### config.mk
export PLATFORM = sky130hd
export DESIGN_NAME = mem_rmw_port
export DESIGN_NICKNAME = d
export VERILOG_FILES = /design/src/rtl/mem_rmw_port.sv
export SDC_FILE = /design/constraint.sdc
export NUM_CORES = 1
export LEC_CHECK = 0
export BUFFER_PORTS_ARGS = -buffer_cell sky130_fd_sc_hd__buf_2
export CORE_ASPECT_RATIO = 1.75
export CORE_MARGIN = 1
export CORE_UTILIZATION = 30
export DETAILED_ROUTE_END_ITERATION = 12
export PLACE_DENSITY = 0.55
export SKIP_LAST_GASP = 1
export SLEW_MARGIN = 20
export SYNTH_ARGS = -nofsm -noshare
export SYNTH_HDL_FRONTEND = slang
export SYNTH_SLANG_ARGS = --single-unit
### constraint.sdc
create_clock -name clk -period 1.79 [get_ports clk]
set_input_delay 0.2685 -clock clk [delete_from_list [all_inputs] [get_ports clk]]
set_output_delay 0.2685 -clock clk [all_outputs]
set_load 0.05 [all_outputs]
### src/rtl/mem_rmw_port.sv
// Request/response front end for a single-port synchronous RAM with one-cycle read latency.
// Sequences the RAM strobes and turns partial (byte-masked) writes into read-modify-write.
module mem_rmw_port #(
  parameter int unsigned WIDTH     = 32,
  parameter int unsigned ADDR_SIZE = 10
) (
  input  logic                 clk,
  input  logic                 reset,
  input  logic                 req_valid,
  output logic                 req_ready,
  input  logic                 req_wr,
  input  logic [ADDR_SIZE-1:0] req_addr,
  input  logic [WIDTH-1:0]     req_wdata,
  input  logic [WIDTH/8-1:0]   req_be,
  output logic                 rsp_valid,
  output logic [WIDTH-1:0]     rsp_rdata,
  output logic                 mem_cs,
  output logic                 mem_wen,
  output logic [ADDR_SIZE-1:0] mem_ra,
  output logic [WIDTH-1:0]     mem_din,
  input  logic [WIDTH-1:0]     mem_dout
);

  localparam int unsigned NumBytes = WIDTH / 8;

  typedef enum logic [2:0] {StIdle, StRd, StRdw, StMrg, StWr} state_e;

  state_e                 state_q, state_d;
  logic                   wr_q, wr_d;
  logic [WIDTH-1:0]       wdata_q, wdata_d;
  logic [NumBytes-1:0]    be_q, be_d;
  logic                   mem_cs_q, mem_cs_d;
  logic                   mem_wen_q, mem_wen_d;
  logic [ADDR_SIZE-1:0]   mem_ra_q, mem_ra_d;
  logic [WIDTH-1:0]       mem_din_q, mem_din_d;
  logic                   rsp_valid_q, rsp_valid_d;
  logic [WIDTH-1:0]       rsp_rdata_q, rsp_rdata_d;
  logic [WIDTH-1:0]       merged;

  assign req_ready = (state_q == StIdle) && reset;

  // Byte-wise merge of latched write data over the word just read from the RAM.
  always_comb begin
    merged = mem_dout;
    for (int unsigned i = 0; i < NumBytes; i++) begin
      if (be_q[i]) merged[8*i +: 8] = wdata_q[8*i +: 8];
    end
  end

  // Next-state and registered-output logic; strobes are computed for the following cycle.
  always_comb begin
    state_d     = state_q;
    wr_d        = wr_q;
    wdata_d     = wdata_q;
    be_d        = be_q;
    mem_cs_d    = 1'b0;
    mem_wen_d   = 1'b0;
    mem_ra_d    = mem_ra_q;
    mem_din_d   = mem_din_q;
    rsp_valid_d = 1'b0;
    rsp_rdata_d = rsp_rdata_q;
    unique case (state_q)
      StIdle: begin
        if (req_valid && req_ready) begin
          wr_d     = req_wr;
          wdata_d  = req_wdata;
          be_d     = req_be;
          mem_ra_d = req_addr;
          if (!req_wr) begin
            state_d  = StRd;
            mem_cs_d = 1'b1;
          end else if (&req_be) begin
            state_d   = StWr;
            mem_cs_d  = 1'b1;
            mem_wen_d = 1'b1;
            mem_din_d = req_wdata;
          end else if (req_be == '0) begin
            // Acknowledge-only write: pass through WR without touching the RAM.
            state_d   = StWr;
            mem_din_d = req_wdata;
          end else begin
            state_d  = StRd;
            mem_cs_d = 1'b1;
          end
        end
      end
      StRd: begin
        state_d = wr_q ? StMrg : StRdw;
      end
      StRdw: begin
        rsp_rdata_d = mem_dout;
        rsp_valid_d = 1'b1;
        state_d     = StIdle;
      end
      StMrg: begin
        mem_din_d = merged;
        mem_cs_d  = 1'b1;
        mem_wen_d = 1'b1;
        state_d   = StWr;
      end
      StWr: begin
        rsp_valid_d = 1'b1;
        state_d     = StIdle;
      end
      default: state_d = StIdle;
    endcase
  end

  // State and output registers with synchronous active-low reset.
  always_ff @(posedge clk) begin
    if (!reset) begin
      state_q     <= StIdle;
      wr_q        <= 1'b0;
      wdata_q     <= '0;
      be_q        <= '0;
      mem_cs_q    <= 1'b0;
      mem_wen_q   <= 1'b0;
      mem_ra_q    <= '0;
      mem_din_q   <= '0;
      rsp_valid_q <= 1'b0;
      rsp_rdata_q <= '0;
    end else begin
      state_q     <= state_d;
      wr_q        <= wr_d;
      wdata_q     <= wdata_d;
      be_q        <= be_d;
      mem_cs_q    <= mem_cs_d;
      mem_wen_q   <= mem_wen_d;
      mem_ra_q    <= mem_ra_d;
      mem_din_q   <= mem_din_d;
      rsp_valid_q <= rsp_valid_d;
      rsp_rdata_q <= rsp_rdata_d;
    end
  end

  assign mem_cs    = mem_cs_q;
  assign mem_wen   = mem_wen_q;
  assign mem_ra    = mem_ra_q;
  assign mem_din   = mem_din_q;
  assign rsp_valid = rsp_valid_q;
  assign rsp_rdata = rsp_rdata_q;

endmodule

==> results_dict.tcl <==
set metrics [dict create \
    initial_core_util 0.307 \
    drt-initial-drc-count 148 \
    placedInstanceArea_um2 6130 \
    grt_antenna_before_repair 3 \
    whs_endpoint "mem_ra[1]$_SDFFE_PN0P_" \
    track_usage 0.174 \
    yosysMostFrequentCell "nand2_1" \
    grt_pass1_wl_um 23300 \
    synth_edf_count 0 \
    cp_max_fo 7 \
    power_w 0.00705 \
    coreArea_um2 16400 \
    worst_ep_arrival_time_ps 1420 \
    synth_seq_cells 117 \
    netlist.area_leader.share 0.464 \
    r2r-end "wdata_q[23]$_SDFFE_PN0P_" \
    htreeDepth 4 \
    die_h_um 174 \
    root_buffer "clkbuf_16" \
    vias 4616 \
    synth_ff_type "dfxtp_1" \
    ys_warn_count 0 \
    design.die.area_um2 17400 \
    fin_cells 980 \
    area_growth_pct 33.9 \
    gp_congestion 0.728 \
    final-hold-violation-count 0 \
    hold_slack_ps 98.2 \
    rows 62 \
    r2r_start "state_q[0]$_SDFFE_PN0P_" \
    min_period_ps 1690 \
    drv_slew 0 \
    grt_pass1_vias 4409 \
    viasPerCell 4.71 \
    clkSinkCount 117 \
    worstHoldStart "req_addr[1]" \
    rrSetupSlack_ps 210 \
    vdd_ir_drop_max_uv 578 \
    required_ps 1520 \
    ys_top_cells_by_area "dfxtp_1 (46%), nand2_1 (14%), a21boi_0 (10%), mux2i_1 (6.3%), o211ai_1 (4.9%)" \
    p_leak_nw 2.64 \
    fin_skew_ps 11.6 \
    start_kind "register" \
    tns_ps 0 \
    status "finished, final reports clean" \
    clk_pin_slew_ps 60 \
    clock_path_buffers 2 \
    yosys-top-cells-count "nand2_1 (193), dfxtp_1 (117), a21boi_0 (70)" \
    drc 0 \
    drt-pass1-iter-count 6 \
    maxCapViolCount 0 \
    reg2regPathDepth 5 \
    io_buffers 159 \
    dp_cells 945 \
    antenna_left 0 \
    period_share 0.945 \
    min_path_cells 3 \
    synthesis.nets 680 \
    fillers 1755 \
    insertion_delay_ps 410 \
    yosysUniqueCellTypes 33 \
    cts_hold_buf 0 \
    wl_per_cell_um 15.1 \
    fin_nets 822 \
    setup_viol 0 \
    synth_top_area_cell "dfxtp_1" \
    ios 160 \
    postSynthCellCount 598 \
    seq_area_frac_synth 0.464 \
    cp-end-kind "output pin" \
    place_hpwl_um 10300 \
    cts_tree "done" \
    clock.fmax_mhz 591 \
    grt_max_degree 96 \
    die_w_um 100 \
    synth_area_per_cell_um2 8.44 \
    p_per_area_nw_per_um2 1040 \
    wl_um 14800 \
    netlist_area_um2 5050 \
    cts_inserted_buffers 17 \
    worst_pin_slew_ps 553 \
    rsz0062_at_grt "no" \
    async_flop_share 0 \
    min_path_type "in2reg" \
    fin_area_um2 6760 \
    slew_headroom 0.631 \
    path_class "reg2out" \
    overflow 0 \
    drive_above_1_share 0.296 \
]
-- layout by cell type, fill, tap and decap left out, types with 2 or more instances in the layout --
master,instances
buf_12,6
inv_6,3
nand2_1,192
nand4_1,32
o21ai_1,30
nor3b_4,2
nor3b_1,2
diode_2,3
clkbuf_16,17
clkinv_4,2
clkinvlp_4,5
o21ai_0,3
buf_4,16
bufinv_16,3
dfxtp_1,117
a21boi_0,70
nor2b_1,2
o211ai_1,33
a21boi_1,9
buf_2,157
mux2i_1,32
-- routing by layer --
layer	routed length, µm	global-route usage
met1	6130	0.195
met2	7780	0.314
met3	518	0.0339
met4	321	0.0743
met5	0	0
-- worst max-delay path by stage --
stage                                          end  slack, ps  cells past startpoint                     from
after floorplan                          req_ready        240                      3                    reset
after global placement      mem_ra[9]$_SDFFE_PN0P_        200                      6                    reset
after detailed placement  wdata_q[23]$_SDFFE_PN0P_        200                      6                    reset
after CTS                                req_ready         40                      3  state_q[2]$_SDFFE_PN0P_
after global routing                     req_ready          4                      3  state_q[2]$_SDFFE_PN0P_
final                                    req_ready        100                      3  state_q[2]$_SDFFE_PN0P_
-- final cells by class --
cell class / instances / area, µm² / area share
diodes: 3 / 7.51 / 0.00111
clock buffers: 18 / 439 / 0.0650
clock inverters: 14 / 176 / 0.0261
multi-input cells: 424 / 2480 / 0.367
flip-flops and latches: 117 / 2340 / 0.347
well taps: 224 / 280 / 0.0415
repair buffers: 180 / 1030 / 0.153
-- registers in the layout (all words and copies together) (netlist names) --
| name | flops |
|---|---|
| be_q | 4 |
| mem_cs | 1 |
| mem_din | 32 |
| mem_ra | 10 |
| mem_wen | 1 |
| rsp_rdata | 32 |
| rsp_valid | 1 |
| state_q | 3 |
| wdata_q | 32 |
| wr_q | 1 |
-- report_power, final --
group	switching, W	total [W]	internal, W
registers	0.0000554	0.00275	0.00270
logic	0.000491	0.000768	0.000276
clock network	0.00129	0.00353	0.00224
-- metrics by stage --
stage	util	setup WS (ps)
after floorplan	-	243
after global routing	0.411	3.61
after global placement	0.373	203
final	0.411	97.6
after CTS	0.410	41.7
after detailed placement	0.373	196
-- timing repair --
item,in CTS,in global routing
resized for setup,0,1
setup buffers,0,0
endpoints found under the setup margin,0,1
-- cell families after synthesis --
family | Yosys count | synth area share
mux | 32 | 0.0635
buf+inv | 57 | 0.0503
xor+xnor | 1 | 0.00174
flops | 117 | 0.464
simple gates | 241 | 0.212
compound gates | 150 | 0.209
-- worst max-delay path: stages, from the launching register on --
cell and delay [ps]:
dfxtp_1 390, nand2b_1 250, nor3_2 130, clkbuf_4 250
Power figures use the tool's default switching activity.
